--- config.mk ---
export PLATFORM = sky130hd
export DESIGN_NAME = fetch_controller
export DESIGN_NICKNAME = d
export VERILOG_FILES = /design/src/rtl/fetch_controller_pkg.sv /design/src/rtl/fetch_buffer.sv /design/src/rtl/fetch_controller.sv
export SDC_FILE = /design/constraint.sdc
export NUM_CORES = 1
export LEC_CHECK = 0
export CAP_MARGIN = 20
export CORE_MARGIN = 5
export CORE_UTILIZATION = 51
export CTS_BUF_LIST = sky130_fd_sc_hd__clkbuf_8
export DETAILED_ROUTE_END_ITERATION = 8
export PLACE_DENSITY = 0.82
export SYNTH_ARGS = -nofsm -noshare
export SYNTH_HDL_FRONTEND = slang
export SYNTH_SLANG_ARGS = --single-unit
--- constraint.sdc ---
create_clock -name clock -period 7.21 [get_ports clock]
set_input_delay 1.442 -clock clock [delete_from_list [all_inputs] [get_ports clock]]
set_output_delay 1.442 -clock clock [all_outputs]
set_load 0.02 [all_outputs]
--- src/rtl/fetch_controller_pkg.sv ---
// Shared definitions for the instruction fetch front end: FSM state codes,
// opcode constants and default address/instruction widths.
package fetch_controller_pkg;

   localparam int DEFAULT_ADDR = 20;
   localparam int DEFAULT_BITS = 32;

   typedef logic [1:0] fetch_state_t;

   localparam logic [1:0] ST_BOOT   = 2'd0;
   localparam logic [1:0] ST_FETCH  = 2'd1;
   localparam logic [1:0] ST_HALTED = 2'd2;
   localparam logic [1:0] ST_FAULT  = 2'd3;

   localparam logic [5:0] OP_JMP = 6'd8;
   localparam logic [5:0] OP_HLT = 6'd12;

   function automatic logic is_halt(input logic [5:0] opcode, input logic [5:0] hlt_op);
      return (opcode == hlt_op);
   endfunction

endpackage

--- src/rtl/fetch_buffer.sv ---
// Two-entry FIFO holding {pc, instruction} pairs between fetch and decode.
// Only pointers and count are reset; the head reads as zero when empty.
module fetch_buffer
   import fetch_controller_pkg::*;
#(
   parameter int WIDTH = DEFAULT_ADDR + DEFAULT_BITS
) (
   input  logic             clock,
   input  logic             reset,
   input  logic             flush,
   input  logic             push,
   input  logic             pop,
   input  logic [WIDTH-1:0] wdata,
   output logic [WIDTH-1:0] rdata,
   output logic             full,
   output logic             empty
);

   logic [WIDTH-1:0] mem_r [2];
   logic             wptr_r;
   logic             rptr_r;
   logic [1:0]       count_r;
   logic             push_ok_s;
   logic             pop_ok_s;

   // Guard the handshakes so a misuse can never corrupt the occupancy
   always_comb begin
      pop_ok_s  = pop && !empty && !flush;
      push_ok_s = push && (!full || pop_ok_s) && !flush;
   end

   // Entry storage, written at the write pointer
   always_ff @(posedge clock) begin
      if (push_ok_s) begin
         mem_r[wptr_r] <= wdata;
      end
   end

   // Pointer and occupancy tracking; a flush empties the buffer
   always_ff @(posedge clock or negedge reset) begin
      if (!reset) begin
         wptr_r  <= 1'b0;
         rptr_r  <= 1'b0;
         count_r <= 2'd0;
      end else if (flush) begin
         wptr_r  <= 1'b0;
         rptr_r  <= 1'b0;
         count_r <= 2'd0;
      end else begin
         if (push_ok_s) wptr_r <= ~wptr_r;
         if (pop_ok_s)  rptr_r <= ~rptr_r;
         case ({push_ok_s, pop_ok_s})
            2'b10:   count_r <= count_r + 2'd1;
            2'b01:   count_r <= count_r - 2'd1;
            default: count_r <= count_r;
         endcase
      end
   end

   assign full  = (count_r == 2'd2);
   assign empty = (count_r == 2'd0);
   assign rdata = empty ? {WIDTH{1'b0}} : mem_r[rptr_r];

endmodule

--- src/rtl/fetch_controller.sv ---
// Instruction fetch controller: walks pc through instruction memory, buffers
// fetched words for decode, and handles redirect, halt and out-of-range fault.
module fetch_controller
   import fetch_controller_pkg::*;
#(
   parameter int         ADDR      = DEFAULT_ADDR,
   parameter int         BITS      = DEFAULT_BITS,
   parameter int         SIZE      = 150,
   parameter int         BOOT_ADDR = 0,
   parameter logic [5:0] HLT_OP    = OP_HLT
) (
   input  logic            clock,
   input  logic            reset,
   output logic [ADDR-1:0] imem_address,
   input  logic [BITS-1:0] imem_instruction,
   output logic            instr_valid,
   input  logic            instr_ready,
   output logic [BITS-1:0] instr_word,
   output logic [ADDR-1:0] instr_pc,
   input  logic            redirect_valid,
   input  logic [ADDR-1:0] redirect_target,
   input  logic            resume,
   output logic            halted,
   output logic            fetch_fault
);

   localparam int              ENTRY_W = ADDR + BITS;
   localparam logic [ADDR:0]   LIMIT   = (ADDR + 1)'(SIZE);
   localparam logic [ADDR-1:0] BOOT_PC = ADDR'(BOOT_ADDR);

   fetch_state_t      state_r;
   fetch_state_t      next_state_s;
   logic [ADDR-1:0]   pc_r;
   logic [ADDR-1:0]   next_pc_s;
   logic              in_range_s;
   logic              push_s;
   logic              pop_s;
   logic              full_s;
   logic              empty_s;
   logic [ENTRY_W-1:0] head_s;
   logic              halted_r;
   logic              fault_r;

   // Handshakes and next-state decode; redirect overrides everything
   always_comb begin
      in_range_s   = ({1'b0, pc_r} < LIMIT);
      pop_s        = !empty_s && instr_ready && !redirect_valid;
      push_s       = (state_r == ST_FETCH) && in_range_s && (!full_s || pop_s) && !redirect_valid;
      next_state_s = state_r;
      next_pc_s    = pc_r;
      if (redirect_valid) begin
         next_state_s = ST_FETCH;
         next_pc_s    = redirect_target;
      end else begin
         if (push_s) begin
            next_pc_s = pc_r + ADDR'(1'b1);
         end else begin
            next_pc_s = pc_r;
         end
         case (state_r)
            ST_BOOT: next_state_s = ST_FETCH;
            ST_FETCH: begin
               if (!in_range_s) begin
                  next_state_s = ST_FAULT;
               end else if (push_s && is_halt(imem_instruction[BITS-1 -: 6], HLT_OP)) begin
                  next_state_s = ST_HALTED;
               end else begin
                  next_state_s = ST_FETCH;
               end
            end
            ST_HALTED: begin
               if (resume) begin
                  next_state_s = ST_FETCH;
               end else begin
                  next_state_s = ST_HALTED;
               end
            end
            ST_FAULT: next_state_s = ST_FAULT;
            default:  next_state_s = ST_BOOT;
         endcase
      end
   end

   // State, pc and the registered status flags
   always_ff @(posedge clock or negedge reset) begin
      if (!reset) begin
         state_r  <= ST_BOOT;
         pc_r     <= BOOT_PC;
         halted_r <= 1'b0;
         fault_r  <= 1'b0;
      end else begin
         state_r  <= next_state_s;
         pc_r     <= next_pc_s;
         halted_r <= (next_state_s == ST_HALTED);
         fault_r  <= (next_state_s == ST_FAULT);
      end
   end

   fetch_buffer #(
      .WIDTH (ENTRY_W)
   ) u_buffer (
      .clock (clock),
      .reset (reset),
      .flush (redirect_valid),
      .push  (push_s),
      .pop   (pop_s),
      .wdata ({pc_r, imem_instruction}),
      .rdata (head_s),
      .full  (full_s),
      .empty (empty_s)
   );

   assign imem_address = pc_r;
   assign instr_valid  = !empty_s;
   assign instr_pc     = head_s[ENTRY_W-1 -: ADDR];
   assign instr_word   = head_s[BITS-1:0];
   assign halted       = halted_r;
   assign fetch_fault  = fault_r;

endmodule

==> metrics.csv <==
stage,metric,value,unit
outcome,status,"finished, final reports clean",
setup_path,crit path cell chain,mux2i_1 -> nor2_1 -> clkdlybuf4s50_1,
layout,Final Cell Area,7338,um2
power,VDD IR-drop max,0.1499,mV
placement,Setup WS pre-CTS,3498,ps
cts,Clock Path Buffers,2,
layout,Multi-input gate area,1478,um2
route,WL final,11.84,mm
grt,GR Overflow Total,0,
synth,post-synthesis sequential area ratio,71.19,%
cts,CTS tree,done,
cts,# resized after CTS,0,
placement,post-place instance area,6854,um2
layout,Ant. Diodes,0,
die,Chip Height,112.6,um
synth,most frequent cell after synthesis,edfxtp_1,
setup_path,Startpoint Class,flip-flop,
power,Power Dens Cells,227.5,nW/um2
sta,Tcrit/Tclk final,54.60,%
cts,clock root buffer,clkbuf_8,
synth,"Async S/R FF share, synth",21.21,%
min_path,min-delay worst type,flip-flop to flip-flop,
synth,Post-Syn Instances,358,
cts,worst skew pair latency,430,ps
sta,Max Freq,254.0,MHz
grt,Tot GR Track Use,18.82,%
die,Ports,132,
sta,post-route minimum period,3937,ps
synth,Synth top cells by count,"edfxtp_1 (104), nor2_1 (65), mux2i_1 (52)",
grt,vias in the first global route,3491,
route,vias,3480,
synth,Yosys cell types,46,
sta,slack of the critical path,3273,ps
synth,Netlist Area Pre-Place,5371,um2
synth,largest area contributor in the netlist,edfxtp_1,
setup_path,crit path max fanout,53,
sta,final setup fails,0,
layout,synth-to-layout area growth,36.62,%
route,DRC,0,
die,initial cell density of the core,52.26,%
power,Total Power,1.670,mW
synth,share of the synthesized area in the top cell type,58.14,%
synth,"top cells by area, synth","edfxtp_1 (58%), dfrtp_1 (13%), mux2i_1 (9.7%), nor2_1 (4.5%), mux2_2 (2.5%)",
sta,Fin Hold WS,534.7,ps
setup_path,arrival time worst endpoint,2490,ps
die,core area,10280,um2
synth,Syn. warnings,0,
route,post-route ant nets,0,
layout,fill count,696,
grt,first-pass GRT wire length,18.20,mm
route,post-DR vias/cell,5.370,
setup_path,"Slowest-stage cell, CP",dfrtp_4,
layout,Storage cell area,3827,um2
synth,register bit total from synthesis,132,
placement,IO Port Bufs,131,
synth,"Top FF cell, synth",edfxtp_1,
layout,Total Nets Final,557,
power,leakage power,2.390,nW
route,drt initial violations,265,
synth,Mapped Avg Cell Area,15.00,um2
sta,Final Hold Violating Endpoints,0,
sta,"Slew Viols, Final",0,
sta,RSZ-0062 raised after global routing,false,
cts,hold buffers post-CTS,0,
cts,H-tree depth,4,
setup_path,"reg-to-reg slack, setup",4900,ps
flow_run,Max Cap Viol,0,
layout,layout cells sized above 1,11.72,%
route,drt pass-1 iters,5,
die,std cell rows,37,
grt,largest net degree at the start of global routing,55,
die,Die W,112.6,um
cts,Sink Count,132,
placement,GP Congestion,0.8371,
sta,Setup TNS Final,0,ps
setup_path,crit path kind,flip-flop to primary output,
setup_path,CP endpoint kind,primary output,
sta,Worst-Margin Slew,921.0,ps
cts,total CTS buffers,17,
route,WL/cell,18.27,um
sta,Worst slew margin,38.60,%
setup_path,CP peak stage delay,1030,ps
placement,hpwl dp,7.794,mm
die,full die area,12680,um2
synth,Post-Syn Nets,416,
setup_path,Worst Path Required,5770,ps
cts,post-CTS setup buffers,0,
sta,clk_skew,12.55,ps
grt,initial antenna violation count,0,
synth,Post-synth EDFFs,104,
cts,Worst-path clk slew,70,ps
## state kept, by name (all words and copies together) (netlist names)
name and flops:
u_buffer.wptr_r 1, imem_address 20, u_buffer.rptr_r 1, u_buffer.count_r 2, fetch_fault 1, state_r 2
halted 1, u_buffer.mem_r 104
## report_power, final
part | total, mW | internal (mW) | switching [mW]
logic | 0.107 | 0.0606 | 0.0467
registers | 0.857 | 0.836 | 0.0211
clock network | 0.706 | 0.415 | 0.291
## worst paths after layout
| path | depth (start not counted) | startpoint | to |
|---|---|---|---|
| worst min-delay path | 0 | imem_address[12] | u_buffer.mem_r[1][44] |
| worst max register to register | 5 | imem_address[11] | u_buffer.mem_r[1][17] |
| max in group asynchronous | 2 | reset | u_buffer.rptr_r |
| worst max-delay path | 3 | u_buffer.rptr_r | instr_pc[4] |
| worst min register to register | 0 | imem_address[12] | u_buffer.mem_r[1][44] |
| min in group asynchronous | 2 | reset | imem_address[4] |
## worst max-delay path, delay by kind of cell, from the launching register on
family	cells	cell delay [ps]
buffers and inverters	1	610
DFF	1	1030
muxes	1	250
and+or+nand+nor	1	150
## per-stage QoR
step                      cells  util [%]
after floorplan             358         -
after global placement      615     66.69
after detailed placement    615     66.69
after CTS                   647     71.21
after global routing        648     71.40
final                       648     71.40
## per-layer routing
metal  vias up  global-route usage [%]  share of wire [%]
li1       1638                       -                  -
met4         0                   6.571                1.1
met3        17                   6.415                6.8
met1      1694                   23.20                 41
met5         -                       0                  0
met2       131                   31.04                 51
## cells by family after synthesis
kind of cell / share of synthesized area (%)
adder cells (fa/ha/maj): 0.2329
AO/OA/AOI/OAI: 4.915
AND/OR/NAND/NOR: 9.667
multiplexers: 12.21
buffers and inverters: 1.630
flip-flops: 71.19
XOR/XNOR: 0.1631
## layout make-up
| type | count | area share, % |
|---|---|---|
| Clock buffer | 17 | 3.188 |
| Clock inverter | 15 | 3.137 |
| Inverter | 4 | 0.2046 |
| Multi-Input combinational cell | 205 | 20.14 |
| Sequential cell | 132 | 52.16 |
| Tap cell | 136 | 2.319 |
| Timing Repair Buffer | 139 | 18.86 |
## cell usage in the layout (no fill, tap or decap), drive strengths merged, types with 3 or more instances in the layout
cell type,instances
clkdlybuf4s50,131
edfxtp,104
nor2,65
mux2i,52
dfrtp,28
clkbuf,17
mux2,12
buf,8
a21oi,6
o31a,6
clkinv,6
nand2b,5
nand2,5
or4,5
bufinv,5
inv,5
o2111ai,4
o31ai,4
nor4,4
a31oi,3
clkinvlp,3
nor3,3
nand4,3
o21ai,3
Note: power is estimated with default switching activity, not from simulation.
